<file path="config.mk">
export PLATFORM = sky130hd
export DESIGN_NAME = enc8to3_rr_arb
export DESIGN_NICKNAME = d
export VERILOG_FILES = /design/src/rtl/enc8to3_rr_arb_pkg.sv /design/src/rtl/enc8to3_rr_arb_rr_pick8.sv /design/src/rtl/enc8to3_rr_arb.sv
export SDC_FILE = /design/constraint.sdc
export NUM_CORES = 1
export LEC_CHECK = 0
export ABC_AREA = 1
export CORE_UTILIZATION = 35
export CTS_BUF_LIST = sky130_fd_sc_hd__clkbuf_4 sky130_fd_sc_hd__clkbuf_8 sky130_fd_sc_hd__clkbuf_16
export DETAILED_ROUTE_END_ITERATION = 7
export GPL_ROUTABILITY_DRIVEN = 0
export SETUP_SLACK_MARGIN = 0.05
export SYNTH_ARGS = -nofsm -noshare
export SYNTH_HDL_FRONTEND = slang
export SYNTH_SLANG_ARGS = --single-unit
</file>
<file path="constraint.sdc">
create_clock -name clk -period 2.7 [get_ports clk]
set_input_delay 0.675 -clock clk [delete_from_list [all_inputs] [get_ports clk]]
set_output_delay 0.675 -clock clk [all_outputs]
set_load 0.05 [all_outputs]
</file>
<file path="src/rtl/enc8to3_rr_arb_pkg.sv">
// Shared definitions for the 8-to-3 round-robin encoding arbiter and the
// register-file write decoder: sizes, FSM state codes, and the mapping
// between a 3-bit index and its request/grant bit (bit = N-1-idx).
package enc8to3_rr_arb_pkg;

  localparam int N     = 8;
  localparam int IDX_W = 3;

  localparam logic [0:0] ST_IDLE  = 1'b0;
  localparam logic [0:0] ST_GRANT = 1'b1;

  // Bit position of index idx in req/gnt vectors.
  function automatic logic [IDX_W-1:0] idx_bit(input logic [IDX_W-1:0] idx);
    return IDX_W'(N - 1) - idx;
  endfunction

  // One-hot vector with the bit belonging to index idx set.
  function automatic logic [N-1:0] idx_onehot(input logic [IDX_W-1:0] idx);
    logic [N-1:0] oh;
    oh = '0;
    oh[idx_bit(idx)] = 1'b1;
    return oh;
  endfunction

endpackage

</file>
<file path="src/rtl/enc8to3_rr_arb_rr_pick8.sv">
// rr_pick8: combinational round-robin pick. Scans indices ptr, ptr+1, ...
// (mod 8) and returns the first index whose request bit is set.
module rr_pick8
  import enc8to3_rr_arb_pkg::*;
(
  input  logic [N-1:0]     req,
  input  logic [IDX_W-1:0] ptr,
  output logic             any,
  output logic [IDX_W-1:0] idx
);

  logic [IDX_W-1:0] cand;

  // Walk from the farthest candidate back to ptr so the nearest hit wins.
  always_comb begin
    // NOTE: every output of a combinational block gets a default first, so
    // no path leaves it unassigned and no latch is inferred.
    any  = 1'b0;
    idx  = ptr;
    cand = ptr;
    for (int k = N - 1; k >= 0; k--) begin
      cand = ptr + IDX_W'(k);
      if (req[idx_bit(cand)]) begin
        any = 1'b1;
        idx = cand;
      end
    end
  end

endmodule

</file>
<file path="src/rtl/enc8to3_rr_arb.sv">
// enc8to3_rr_arb: round-robin 8-to-3 encoding arbiter with valid/ready output.
// Optional macro ENC_ERR_CHECK_EN enables a sticky error flag raised when the
// granted requester withdraws its request before the grant is accepted.
module enc8to3_rr_arb
  import enc8to3_rr_arb_pkg::*;
(
  input  logic             clk,
  input  logic             rst,
  input  logic [N-1:0]     req,
  output logic             out_valid,
  output logic [IDX_W-1:0] out_idx,
  input  logic             out_ready,
  output logic [N-1:0]     gnt,
  output logic             err
);

  logic [0:0]       state;
  logic [IDX_W-1:0] ptr;
  logic             accept;
  logic [N-1:0]     cur_oh;
  logic [N-1:0]     pick_req;
  logic [IDX_W-1:0] pick_ptr;
  logic             pick_any;
  logic [IDX_W-1:0] pick_idx;

  assign out_valid = (state == ST_GRANT);
  assign cur_oh    = idx_onehot(out_idx);
  // Reset wins over a pending accept: no gnt pulse while rst is high.
  assign accept    = out_valid & out_ready & ~rst;
  assign gnt       = accept ? cur_oh : '0;

  // On accept the next winner is chosen past the accepted index, excluding it.
  assign pick_req  = accept ? (req & ~cur_oh) : req;
  assign pick_ptr  = accept ? (out_idx + IDX_W'(1)) : ptr;

  rr_pick8 u_pick (
    .req (pick_req),
    .ptr (pick_ptr),
    .any (pick_any),
    .idx (pick_idx)
  );

  // FSM, rotating pointer and held grant index.
  always_ff @(posedge clk) begin
    // NOTE: sequential state uses non-blocking assignments so every register
    // samples values from before the edge, independent of statement order.
    if (rst) begin
      state   <= ST_IDLE;
      ptr     <= '0;
      out_idx <= '0;
    end else begin
      case (state)
        ST_IDLE: begin
          if (pick_any) begin
            out_idx <= pick_idx;
            state   <= ST_GRANT;
          end
        end
        default: begin
          if (accept) begin
            ptr <= pick_ptr;
            if (pick_any) out_idx <= pick_idx;
            else          state   <= ST_IDLE;
          end
        end
      endcase
    end
  end

`ifdef ENC_ERR_CHECK_EN
  logic err_q;

  // Sticky flag: granted requester dropped its request while waiting for ready.
  always_ff @(posedge clk) begin
    if (rst) begin
      err_q <= 1'b0;
    end else if (out_valid && !out_ready && !req[idx_bit(out_idx)]) begin
      err_q <= 1'b1;
    end
  end

  assign err = err_q;
`else
  assign err = 1'b0;
`endif

endmodule

</file>
==> impl_metrics.tcl <==
set metrics [dict create \
    final_max_slew_viol_count 0 \
    synth-simple-area-share_pct 61.63 \
    synth_area_sq_um 1226 \
    p_leak_nw 1.102 \
    clock-skew-final_ps 7.098 \
    n_antenna_cell 0 \
    cts_tree "yes" \
    syn_inst 228 \
    grt_remaining_overflow 0 \
    r2r_setup_slack_ps 240 \
    first_pass_iters 4 \
    clk_pin_slew_ps 40 \
    place_hpwl_microns 3252 \
    core_area_sq_um 3337 \
    ant_nets 0 \
    drt_iter0_drc 85 \
    synth_top_family_by_area "simple AND/OR/NAND/NOR gates" \
    ir_drop_v 0.0002942 \
    arrival_ps 2610 \
    area_growth_pct 58.37 \
    cts-htree-levels 1 \
    cts_sinks 7 \
    die_w_microns 61.19 \
    num_vias 1603 \
    grt_setup_unrepaired "no" \
    antenna_found_initial 0 \
    synthXorXnorAreaFrac_pct 1.429 \
    finalCoreUtilization_pct 58.19 \
    min_path_cells 2 \
    reg2reg_to "out_idx[0]$_SDFFE_PP0P_" \
    setup_ws_ps 233.0 \
    grt_max_degree 10 \
    grt_pass1_wl_microns 6154 \
    die_area_sq_um 3744 \
    required_ps 2840 \
    period_needed_ps 2467 \
    dp_slack_ps -400.0 \
    worstHoldStart "out_idx[0]$_SDFFE_PP0P_" \
    yosys_warnings 0 \
    muxShareOfSynthArea_pct 0 \
    start_util_pct 36.75 \
    ctsRootBufferMaster "clkbuf_4" \
    synth.net_count 242 \
    status "finished, final reports clean" \
    detail_route.wl_per_cell_microns 11.06 \
    power_density_nw_per_um2 412.9 \
    critPathKind "in2reg" \
    synth-compound-area-share_pct 8.673 \
    postLayoutCellArea_sq_um 1942 \
    critPathLaunchType "input port" \
    num_io_pins 24 \
    track_usage_pct 22.19 \
    drc 0 \
    vias_per_cell 4.673 \
    fill_cells 345 \
    setup_viol 0 \
    min-delay-path-class "reg2reg" \
    fmax_mhz 405.3 \
    fin_crit_sh_pct 91.37 \
    clockBufferDepth 2 \
    cts_buffers 3 \
    synth_cell_types 26 \
    hold_end "out_idx[0]$_SDFFE_PP0P_" \
    io_buffers 22 \
    synth_adder_area_share_pct 3.061 \
    synth.yosys.seq_area_share_pct 11.43 \
    place_area_sq_um 1902 \
    hold_viol_final 0 \
    rr_worst_depth 16 \
    rows 21 \
    worstPathMaxFanout 6 \
    synth-seq-cells 7 \
    drt-total-wl_microns 3795 \
    die_h_microns 61.19 \
    clock_latency_ps 250 \
    grt_pass1_vias 1501 \
    fin_nets 312 \
    reg2reg_from "out_idx[1]$_SDFFE_PP0P_" \
    drive_gt1_share_pct 30.30 \
    syn_area_per_cell_sq_um 5.378 \
    drv_cap 0 \
    worstSetupEndpointType "register" \
    cts_hold_buf 0 \
]
through the flow:
stage | setup TNS [ps] | total power, W | hold slack, ps | std cells
after floorplan | 0 | 0.0004738 | 603.5 | 228
after global placement | -1655 | 0.0006873 | 592.1 | 338
after detailed placement | -1799 | 0.0006883 | 604.2 | 338
after CTS | 0 | 0.0007977 | 615.0 | 342
after global routing | 0 | 0.0008761 | 629.8 | 343
final | 0 | 0.0008018 | 608.5 | 343
power by group:
part | internal, W | total (W) | switching [W]
sequential | 0.000114 | 0.000132 | 0.0000183
combinational | 0.000245 | 0.000565 | 0.000320
clock | 0.0000663 | 0.000104 | 0.0000377
total | 0.000426 | 0.000802 | 0.000376
flip-flops by register name (all words and copies together), names as in the netlist:
signal / cells
out_idx: 3
out_valid: 1
ptr: 3
critical path: stages:
cell and delay (ps):
clkbuf_2 130, inv_2 100, nand3_4 110, nand2_2 130, nand2_4 80, ha_1 210
inv_1 50, nand2_1 50, nand2_2 90, clkinv_1 90, nand3_1 130, nand2_1 90
inv_1 120, nand3b_4 100, o21ai_4 200, inv_2 60, o21ai_1 120, nor2_1 50
cell type report:
type,instances,area (sq um),share of cell area [%]
timing repair buffer,69,655.6,33.76
inverter,33,123.9,6.379
sequential,7,141.4,7.281
clock buffer,4,30.03,1.546
tap,46,57.56,2.964
multi-input combinational,184,933.4,48.07
per-layer routing:
metal | vias up | global-route usage, % | part of all wire (%)
met5 | - | 0 | 0
met4 | 0 | 8.442 | 1.6
met3 | 6 | 1.891 | 3.0
met2 | 28 | 38.82 | 47
met1 | 716 | 28.19 | 48
li1 | 853 | - | -
kinds of logic (layout without fill, tap and decap cells):
| logic type | Yosys count | in the layout |
|---|---|---|
| xor+xnor | 2 | 2 |
| fa+ha+maj | 3 | 3 |
| buf+inv | 37 | 106 |
| compound gates | 16 | 16 |
| flops | 7 | 7 |
| simple gates | 162 | 162 |
| other cells | 1 | 1 |
cells in the mapped netlist, drive strengths merged:
master / number / share of area (%)
ha: 3 / 3.1
nand3b: 1 / 1.6
nand4: 3 / 2.0
xnor2: 1 / 0.71
nand3: 36 / 16
clkinv: 1 / 0.31
buf: 4 / 3.4
xor2: 1 / 0.71
dfxtp: 7 / 11
o211ai: 2 / 2.0
nand2: 106 / 36
o21ai: 4 / 2.6
nor2: 16 / 5.5
inv: 32 / 9.8
conb: 1 / 0.31
a21oi: 10 / 4.1
timing repair:
action / CTS / global route
setup endpoints to repair: 9 / 8
pin swaps: 1 / 3
gates cloned: 0 / 0
setup buffers: 0 / 1
resized for setup: 2 / 8
cells in the final DEF, fill, tap and decap left out:
cell and count:
inv_2 5, ha_1 3, o21ai_4 1, inv_1 27
nand3_2 2, o21ai_0 2, nand2_4 4, dfxtp_1 6
nand2_1 92, clkdlybuf4s50_1 12, xor2_1 1, nor2_4 1
nand2_2 10, buf_4 46, clkinv_1 1, nand3_4 1
nand3_1 33, nand3b_4 1, dfxtp_2 1, nand4_1 2
nand4_2 1, o211ai_2 2, xnor2_1 1, clkbuf_4 4
clkbuf_2 2, a21oi_1 10, conb_1 1, buf_12 9
nor2_1 15, o21ai_1 1
how the worst max path moves through the flow:
stage / slack (ps) / start / depth (start not counted) / end
final: 230 / rst / 18 / out_idx[0]$_SDFFE_PP0P_
after detailed placement: -400 / rst / 17 / out_idx[0]$_SDFFE_PP0P_
after global placement: -370 / rst / 16 / out_idx[0]$_SDFFE_PP0P_
after floorplan: 70 / out_idx[1]$_SDFFE_PP0P_ / 17 / out_idx[0]$_SDFFE_PP0P_
after global routing: 80 / out_idx[1]$_SDFFE_PP0P_ / 21 / out_idx[1]$_SDFFE_PP0P_
after CTS: 90 / rst / 17 / out_idx[0]$_SDFFE_PP0P_
(Power assumes the default switching activity.)
